File: src/rtl/vga_timing_pkg.sv
// Shared timing constants, axis segment type and helpers for the VGA timing generator.
package vga_timing_pkg;

    // Position of a count inside one axis period, in scan order.
    typedef enum logic [1:0] {
        SEG_ACTIVE = 2'd0,
        SEG_FP     = 2'd1,
        SEG_SYNC   = 2'd2,
        SEG_BP     = 2'd3
    } seg_e;

    // 640x480 @ 60 Hz, 25 MHz pixel clock (800 x 525 totals).
    localparam int unsigned VGA640_PIX_CLK_HZ = 25_000_000;
    localparam int unsigned VGA640_H_ACTIVE   = 640;
    localparam int unsigned VGA640_H_FP       = 16;
    localparam int unsigned VGA640_H_SYNC     = 96;
    localparam int unsigned VGA640_H_BP       = 48;
    localparam int unsigned VGA640_V_ACTIVE   = 480;
    localparam int unsigned VGA640_V_FP       = 10;
    localparam int unsigned VGA640_V_SYNC     = 2;
    localparam int unsigned VGA640_V_BP       = 33;

    // 800x600 @ 72 Hz, 50 MHz pixel clock (1040 x 666 totals), positive syncs.
    localparam int unsigned VGA800_PIX_CLK_HZ = 50_000_000;
    localparam int unsigned VGA800_H_ACTIVE   = 800;
    localparam int unsigned VGA800_H_FP       = 56;
    localparam int unsigned VGA800_H_SYNC     = 120;
    localparam int unsigned VGA800_H_BP       = 64;
    localparam int unsigned VGA800_V_ACTIVE   = 600;
    localparam int unsigned VGA800_V_FP       = 37;
    localparam int unsigned VGA800_V_SYNC     = 6;
    localparam int unsigned VGA800_V_BP       = 23;

    // Length of one full axis period.
    function automatic int unsigned axis_total(
        input int unsigned active,
        input int unsigned fp,
        input int unsigned sync,
        input int unsigned bp
    );
        return active + fp + sync + bp;
    endfunction

    // Smallest counter width able to hold total-1.
    function automatic int unsigned axis_width(input int unsigned total);
        int unsigned w;
        w = 1;
        while ((longint'(1) << w) < longint'(total)) w++;
        return w;
    endfunction

endpackage

File: src/rtl/vga_axis_ctr.sv
// One scan axis: a wrapping counter with registered sync output and
// look-ahead active/wrap decode so the parent can register its flags in step.
module vga_axis_ctr
    import vga_timing_pkg::*;
#(
    parameter int unsigned ACTIVE = 640,
    parameter int unsigned FP     = 16,
    parameter int unsigned SYNC   = 96,
    parameter int unsigned BP     = 48,
    parameter bit          POL    = 1'b0,
    parameter int unsigned CW     = 10
) (
    input  logic          clk,
    input  logic          reset,
    input  logic          i_en,
    output logic [CW-1:0] o_count,
    output logic          o_sync,
    output logic          o_active_nxt,
    output logic          o_wrap
);

    localparam int unsigned TOTAL = axis_total(ACTIVE, FP, SYNC, BP);

    // All boundaries are held one bit wider than the counter so no sum wraps.
    localparam logic [CW:0] LAST     = (CW+1)'(TOTAL - 1);
    localparam logic [CW:0] ONE      = (CW+1)'(1);
    localparam logic [CW:0] FP_START = (CW+1)'(ACTIVE);
    localparam logic [CW:0] SY_START = (CW+1)'(ACTIVE + FP);
    localparam logic [CW:0] BP_START = (CW+1)'(ACTIVE + FP + SYNC);

    // Reject timings that cannot be represented or have empty porch/sync segments.
    if (FP < 1 || SYNC < 1 || BP < 1) begin : g_bad_segment
        $error("vga_axis_ctr: porch and sync widths must each be at least 1");
    end
    if (longint'(TOTAL) - 1 > (longint'(1) << CW) - 1) begin : g_bad_width
        $error("vga_axis_ctr: TOTAL-1 does not fit in CW bits");
    end

    logic [CW-1:0] r_count;
    logic          r_sync;
    logic [CW:0]   w_count_ext;
    logic [CW:0]   w_next_ext;
    logic          w_wrap;
    seg_e          w_seg;

    // Next count and the segment that next count falls in.
    always_comb begin
        // NOTE: every signal written here is given a value before any branch, so no latch is inferred.
        w_count_ext = {1'b0, r_count};
        w_wrap      = i_en && (w_count_ext == LAST);
        w_next_ext  = w_count_ext;
        w_seg       = SEG_BP;
        if (w_wrap) begin
            w_next_ext = '0;
        end else if (i_en) begin
            w_next_ext = w_count_ext + ONE;
        end
        if (w_next_ext < FP_START) begin
            w_seg = SEG_ACTIVE;
        end else if (w_next_ext < SY_START) begin
            w_seg = SEG_FP;
        end else if (w_next_ext < BP_START) begin
            w_seg = SEG_SYNC;
        end
    end

    // Count register and sync level, both loaded from the next-count decode.
    always_ff @(posedge clk) begin
        // NOTE: state registers use non-blocking assignments; reset is synchronous and wins over the enable.
        if (reset) begin
            r_count <= LAST[CW-1:0];
            r_sync  <= ~POL;
        end else begin
            r_count <= w_next_ext[CW-1:0];
            r_sync  <= (w_seg == SEG_SYNC) ? POL : ~POL;
        end
    end

    assign o_count      = r_count;
    assign o_sync       = r_sync;
    assign o_active_nxt = (w_seg == SEG_ACTIVE);
    assign o_wrap       = w_wrap;

endmodule

File: src/rtl/vga_timing_gen.sv
// VGA raster timing: horizontal and vertical axis counters chained by the
// horizontal wrap, with all outputs registered so they describe the same pixel.
module vga_timing_gen
    import vga_timing_pkg::*;
#(
    parameter int unsigned H_ACTIVE = VGA640_H_ACTIVE,
    parameter int unsigned H_FP     = VGA640_H_FP,
    parameter int unsigned H_SYNC   = VGA640_H_SYNC,
    parameter int unsigned H_BP     = VGA640_H_BP,
    parameter int unsigned V_ACTIVE = VGA640_V_ACTIVE,
    parameter int unsigned V_FP     = VGA640_V_FP,
    parameter int unsigned V_SYNC   = VGA640_V_SYNC,
    parameter int unsigned V_BP     = VGA640_V_BP,
    parameter bit          HS_POL   = 1'b0,
    parameter bit          VS_POL   = 1'b0,
    parameter int unsigned CW       = 10
) (
    input  logic          clk25M,
    input  logic          reset,
    input  logic          pix_en,
    output logic [CW-1:0] hcount,
    output logic [CW-1:0] vcount,
    output logic          HS,
    output logic          VS,
    output logic          vga_on,
    output logic          line_start,
    output logic          frame_start
);

    logic w_h_wrap;
    logic w_v_wrap;
    logic w_h_active_nxt;
    logic w_v_active_nxt;
    logic r_vga_on;
    logic r_line_start;
    logic r_frame_start;

    // Horizontal axis advances on every enabled pixel.
    vga_axis_ctr #(
        .ACTIVE (H_ACTIVE),
        .FP     (H_FP),
        .SYNC   (H_SYNC),
        .BP     (H_BP),
        .POL    (HS_POL),
        .CW     (CW)
    ) u_h_ctr (
        .clk          (clk25M),
        .reset        (reset),
        .i_en         (pix_en),
        .o_count      (hcount),
        .o_sync       (HS),
        .o_active_nxt (w_h_active_nxt),
        .o_wrap       (w_h_wrap)
    );

    // Vertical axis advances only when the line wraps.
    vga_axis_ctr #(
        .ACTIVE (V_ACTIVE),
        .FP     (V_FP),
        .SYNC   (V_SYNC),
        .BP     (V_BP),
        .POL    (VS_POL),
        .CW     (CW)
    ) u_v_ctr (
        .clk          (clk25M),
        .reset        (reset),
        .i_en         (w_h_wrap),
        .o_count      (vcount),
        .o_sync       (VS),
        .o_active_nxt (w_v_active_nxt),
        .o_wrap       (w_v_wrap)
    );

    // Visible-area flag and start strobes, registered alongside the counters.
    always_ff @(posedge clk25M) begin
        if (reset) begin
            r_vga_on      <= 1'b0;
            r_line_start  <= 1'b0;
            r_frame_start <= 1'b0;
        end else begin
            r_vga_on      <= w_h_active_nxt & w_v_active_nxt;
            r_line_start  <= w_h_wrap;
            r_frame_start <= w_v_wrap;
        end
    end

    assign vga_on      = r_vga_on;
    assign line_start  = r_line_start;
    assign frame_start = r_frame_start;

endmodule

File: config.mk
export PLATFORM = sky130hd
export DESIGN_NAME = vga_timing_gen
export DESIGN_NICKNAME = d
export VERILOG_FILES = /design/src/rtl/vga_timing_pkg.sv /design/src/rtl/vga_axis_ctr.sv /design/src/rtl/vga_timing_gen.sv
export SDC_FILE = /design/constraint.sdc
export NUM_CORES = 1
export LEC_CHECK = 0
export ABC_CLOCK_PERIOD_IN_PS = 2300
export BUFFER_PORTS_ARGS = -buffer_cell sky130_fd_sc_hd__buf_2
export CAP_MARGIN = 20
export CELL_PAD_IN_SITES_DETAIL_PLACEMENT = 0
export CELL_PAD_IN_SITES_GLOBAL_PLACEMENT = 1
export CORE_MARGIN = 2
export CORE_UTILIZATION = 28
export DETAILED_ROUTE_END_ITERATION = 8
export GPL_TIMING_DRIVEN = 0
export PLACE_DENSITY_LB_ADDON = 0.3
export RECOVER_POWER = 100
export SYNTH_ARGS = -nofsm -noshare
export SYNTH_HDL_FRONTEND = slang
export SYNTH_SLANG_ARGS = --single-unit
File: constraint.sdc
create_clock -name clk25M -period 2.3 [get_ports clk25M]
set_input_delay 0.46 -clock clk25M [delete_from_list [all_inputs] [get_ports clk25M]]
set_output_delay 0.46 -clock clk25M [all_outputs]
set_load 0.05 [all_outputs]
==> impl_metrics.py <==
metrics = {
    "finish": {
        "area_delta_synth_final_pct": 19.85,
        "num-nets-final": 216,
        "stdcell_area_mm2": 0.001760,
        "n_antenna_cell": 0,
        "drive_gt1_share_pct": 16.27,
        "n_fill_cell": 583,
    },
    "clocking": {
        "cts_tree": "built",
        "cts_made_buffers": 3,
        "cts_buffer_depth": 2,
        "clockRootBuffer": "clkbuf_8",
        "clock_sinks": 25,
        "htreeDepth": 1,
        "postCtsHoldBufs": 0,
        "insertion_delay_ns": 0.27,
        "path_clk_slew_ns": 0.10,
    },
    "timing": {
        "finalCriticalPeriod_ns": 2.191,
        "finalHoldViolCount": 0,
        "finalSetupTns_ns": 0,
        "holdWs_ns": 0.4950,
        "worstMarginPinSlew_ns": 0.6037,
        "setup_viol": 0,
        "rsz0062_at_grt": "no",
        "fmax_ghz": 0.4563,
        "slew_viol_final": 0,
        "min_period_over_period_pct": 95.28,
        "finalClockSkew_ns": 0.005492,
        "max_slew_margin_pct": 59.92,
    },
    "grt": {
        "grt_pass1_wl_mm": 6.361,
        "grt_max_degree": 16,
        "grt_overflow": 0,
        "grt.total_usage_pct": 13.11,
        "grt_pass1_vias": 1283,
        "antenna_found_initial": 0,
    },
    "route": {
        "drc": 0,
        "num_vias": 1394,
        "avgRoutedWirePerCell_um": 13.42,
        "ant_nets": 0,
        "first_pass_iters": 4,
        "drtIter0Drc": 55,
        "via_per_inst": 4.996,
        "totalWireLength_mm": 3.743,
    },
    "critical_path": {
        "crit_path_max_incr_delay_ns": 0.49,
        "worstReg2RegStart": "u_h_ctr.o_count[6]$_SDFF_PP0_",
        "r2r_end": "vga_on$_SDFF_PP0_",
        "required_ns": 2.50,
        "critPathCaptureType": "flip-flop",
        "cp_data_arrival_time_ns": 2.39,
        "cp_slowest_cell": "or4_1",
        "crit_buf_inv": 2,
        "startpoint_type": "flip-flop",
        "reg2regPathDepth": 8,
        "criticalPathCategory": "flip-flop to flip-flop",
        "path_cells": "buf_6 -> nand4bb_4 -> or4_1 -> buf_4 -> o31a_1 -> o21ai_1 -> a21oi_2 -> nor3b_1",
        "path_max_fanout": 8,
        "cp-startpoint": "u_h_ctr.o_count[6]$_SDFF_PP0_",
        "reg2reg_setup_slack_ns": 0.11,
        "critPathTopFamily": "simple AND/OR/NAND/NOR gates",
    },
    "synthesis": {
        "synth_most_common_cell": "dfxtp_1",
        "synth_ff_type": "dfxtp_1",
        "synth_top_area_share_pct": 34.07,
        "synth_area_leader_cell": "dfxtp_1",
        "postSynth.asyncResetShare_pct": 0,
        "ys_warn_count": 0,
        "ys_ff_latch": 25,
        "synth.area.top_cells": "dfxtp_1 34%, nor2_1 4.3%, xnor2_1 4.2%",
        "synthDistinctLibCells": 50,
        "syn_area_mm2": 0.001469,
        "syn_inst": 176,
        "syn_area_per_cell_um2": 8.346,
        "ys_seq_area_share_pct": 34.07,
        "yosys-top-cells-count": "25 x dfxtp_1, 17 x nor2_1, 13 x nand2_1, 11 x a21oi_1",
        "synth_edf_count": 0,
        "synth_nets": 182,
    },
    "worst_hold_path": {
        "hold_depth": 1,
        "hp-class": "flip-flop to flip-flop",
        "worstHoldEndpoint": "u_h_ctr.o_count[0]$_SDFFE_PP1P_",
        "hp-start": "u_h_ctr.o_count[0]$_SDFFE_PP1P_",
    },
    "power_and_ir_drop": {
        "peakVddDrop_uv": 301.9,
        "power_density_mw_per_mm2": 760.0,
        "p_leak_nw": 0.6348,
    },
    "floorplan": {
        "core_area_mm2": 0.005075,
        "num_rows": 26,
        "io_pins": 28,
        "die-area_mm2": 0.005842,
        "die_x_um": 76.43,
        "die_y_um": 76.43,
        "start_util_pct": 28.94,
    },
    "place": {
        "io_buffer_count": 26,
        "post_dp_cell_area_mm2": 0.001692,
        "gp_congestion": 0.7531,
        "hpwlAfterDp_mm": 2.727,
    },
    "outcome": {
        "outcome": "complete, no violations",
    },
    "run": {
        "max_cap_violations": 0,
    },
}
## placed cells by master (no fill, tap or decap), types with 3 or more instances in the layout
cell / n
a21oi_1: 10
buf_4: 5
clkbuf_1: 29
clkbuf_8: 3
dfxtp_1: 20
dfxtp_2: 5
inv_1: 7
nand2_1: 13
nand2b_1: 3
nand3_1: 7
nand4_1: 8
nor2_1: 17
nor3_1: 6
o21ai_0: 6
o21bai_1: 4
or3_1: 4
xnor2_1: 7
xor2_1: 7
## state kept, by name (all words and copies together) (netlist names)
name	cells
vga_on	1
line_start	1
u_h_ctr.o_count	10
frame_start	1
u_v_ctr.o_sync	1
u_v_ctr.o_count	10
u_h_ctr.o_sync	1
## worst max path at each step
stage	endpoint	cells after the start	slack, ns
3_5_place_dp	u_v_ctr.o_sync$_SDFF_PP1_	8	-0.14
6_report	vga_on$_SDFF_PP0_	8	0.11
2_1_floorplan	u_v_ctr.o_sync$_SDFF_PP1_	7	0.005
5_1_grt	vga_on$_SDFF_PP0_	8	0.02
3_3_place_gp	u_v_ctr.o_sync$_SDFF_PP1_	9	-0.18
4_1_cts	u_v_ctr.o_sync$_SDFF_PP1_	8	0.05
## area by class of cell
type                            instances  area, µm²  area share (%)
Tap cell                               70      87.58           4.975
Buffer                                  8      43.79           2.488
Clock inverter                          1      7.507          0.4264
Multi-Input combinational cell        135      918.4           52.17
Inverter                                7      26.28           1.493
Timing Repair Buffer                   30      128.9           7.321
Clock buffer                            3      41.29           2.345
Sequential cell                        25      506.7           28.78
## metal layers
layer / track usage [%] / vias to the layer above / wire [µm]
li1: - / 704 / -
met1: 17.72 / 661 / 1851
met5: 0 / - / 0
met3: 3.199 / 2 / 147
met2: 21.77 / 27 / 1736
met4: 1.636 / 0 / 8
## power breakdown
group	internal [mW]	switching [mW]
clock	0.123	0.151
combinational	0.177	0.348
sequential	0.477	0.0615
total	0.777	0.561
## per-stage QoR
stage	total power [mW]	utilization, %	std cells	setup slack, ns
detailed placement	1.059	33.33	272	-0.1380
global placement	1.059	33.33	272	-0.1805
CTS	1.345	34.39	275	0.04594
finish	1.338	34.69	279	0.1086
floorplan	0.9417	-	176	0.005006
global route	1.427	34.69	279	0.01588
## logic make-up after synthesis
family | after synthesis | synth area share, %
and+or+nand+nor | 77 | 30.84
buffers and inverters | 16 | 4.770
DFF | 25 | 34.07
muxes | 2 | 1.363
AOI/OAI and AO/OA | 39 | 18.06
adders and majority gates | 3 | 2.556
xor gates and xnor gates | 14 | 8.348
## repair_timing
item                       CTS  global route
resized for setup            2            10
setup endpoints to repair    9             3
pin swaps                    0             2
gates cloned                 0             0
setup buffers                0             4
Note: power is estimated with default switching activity, not from simulation.
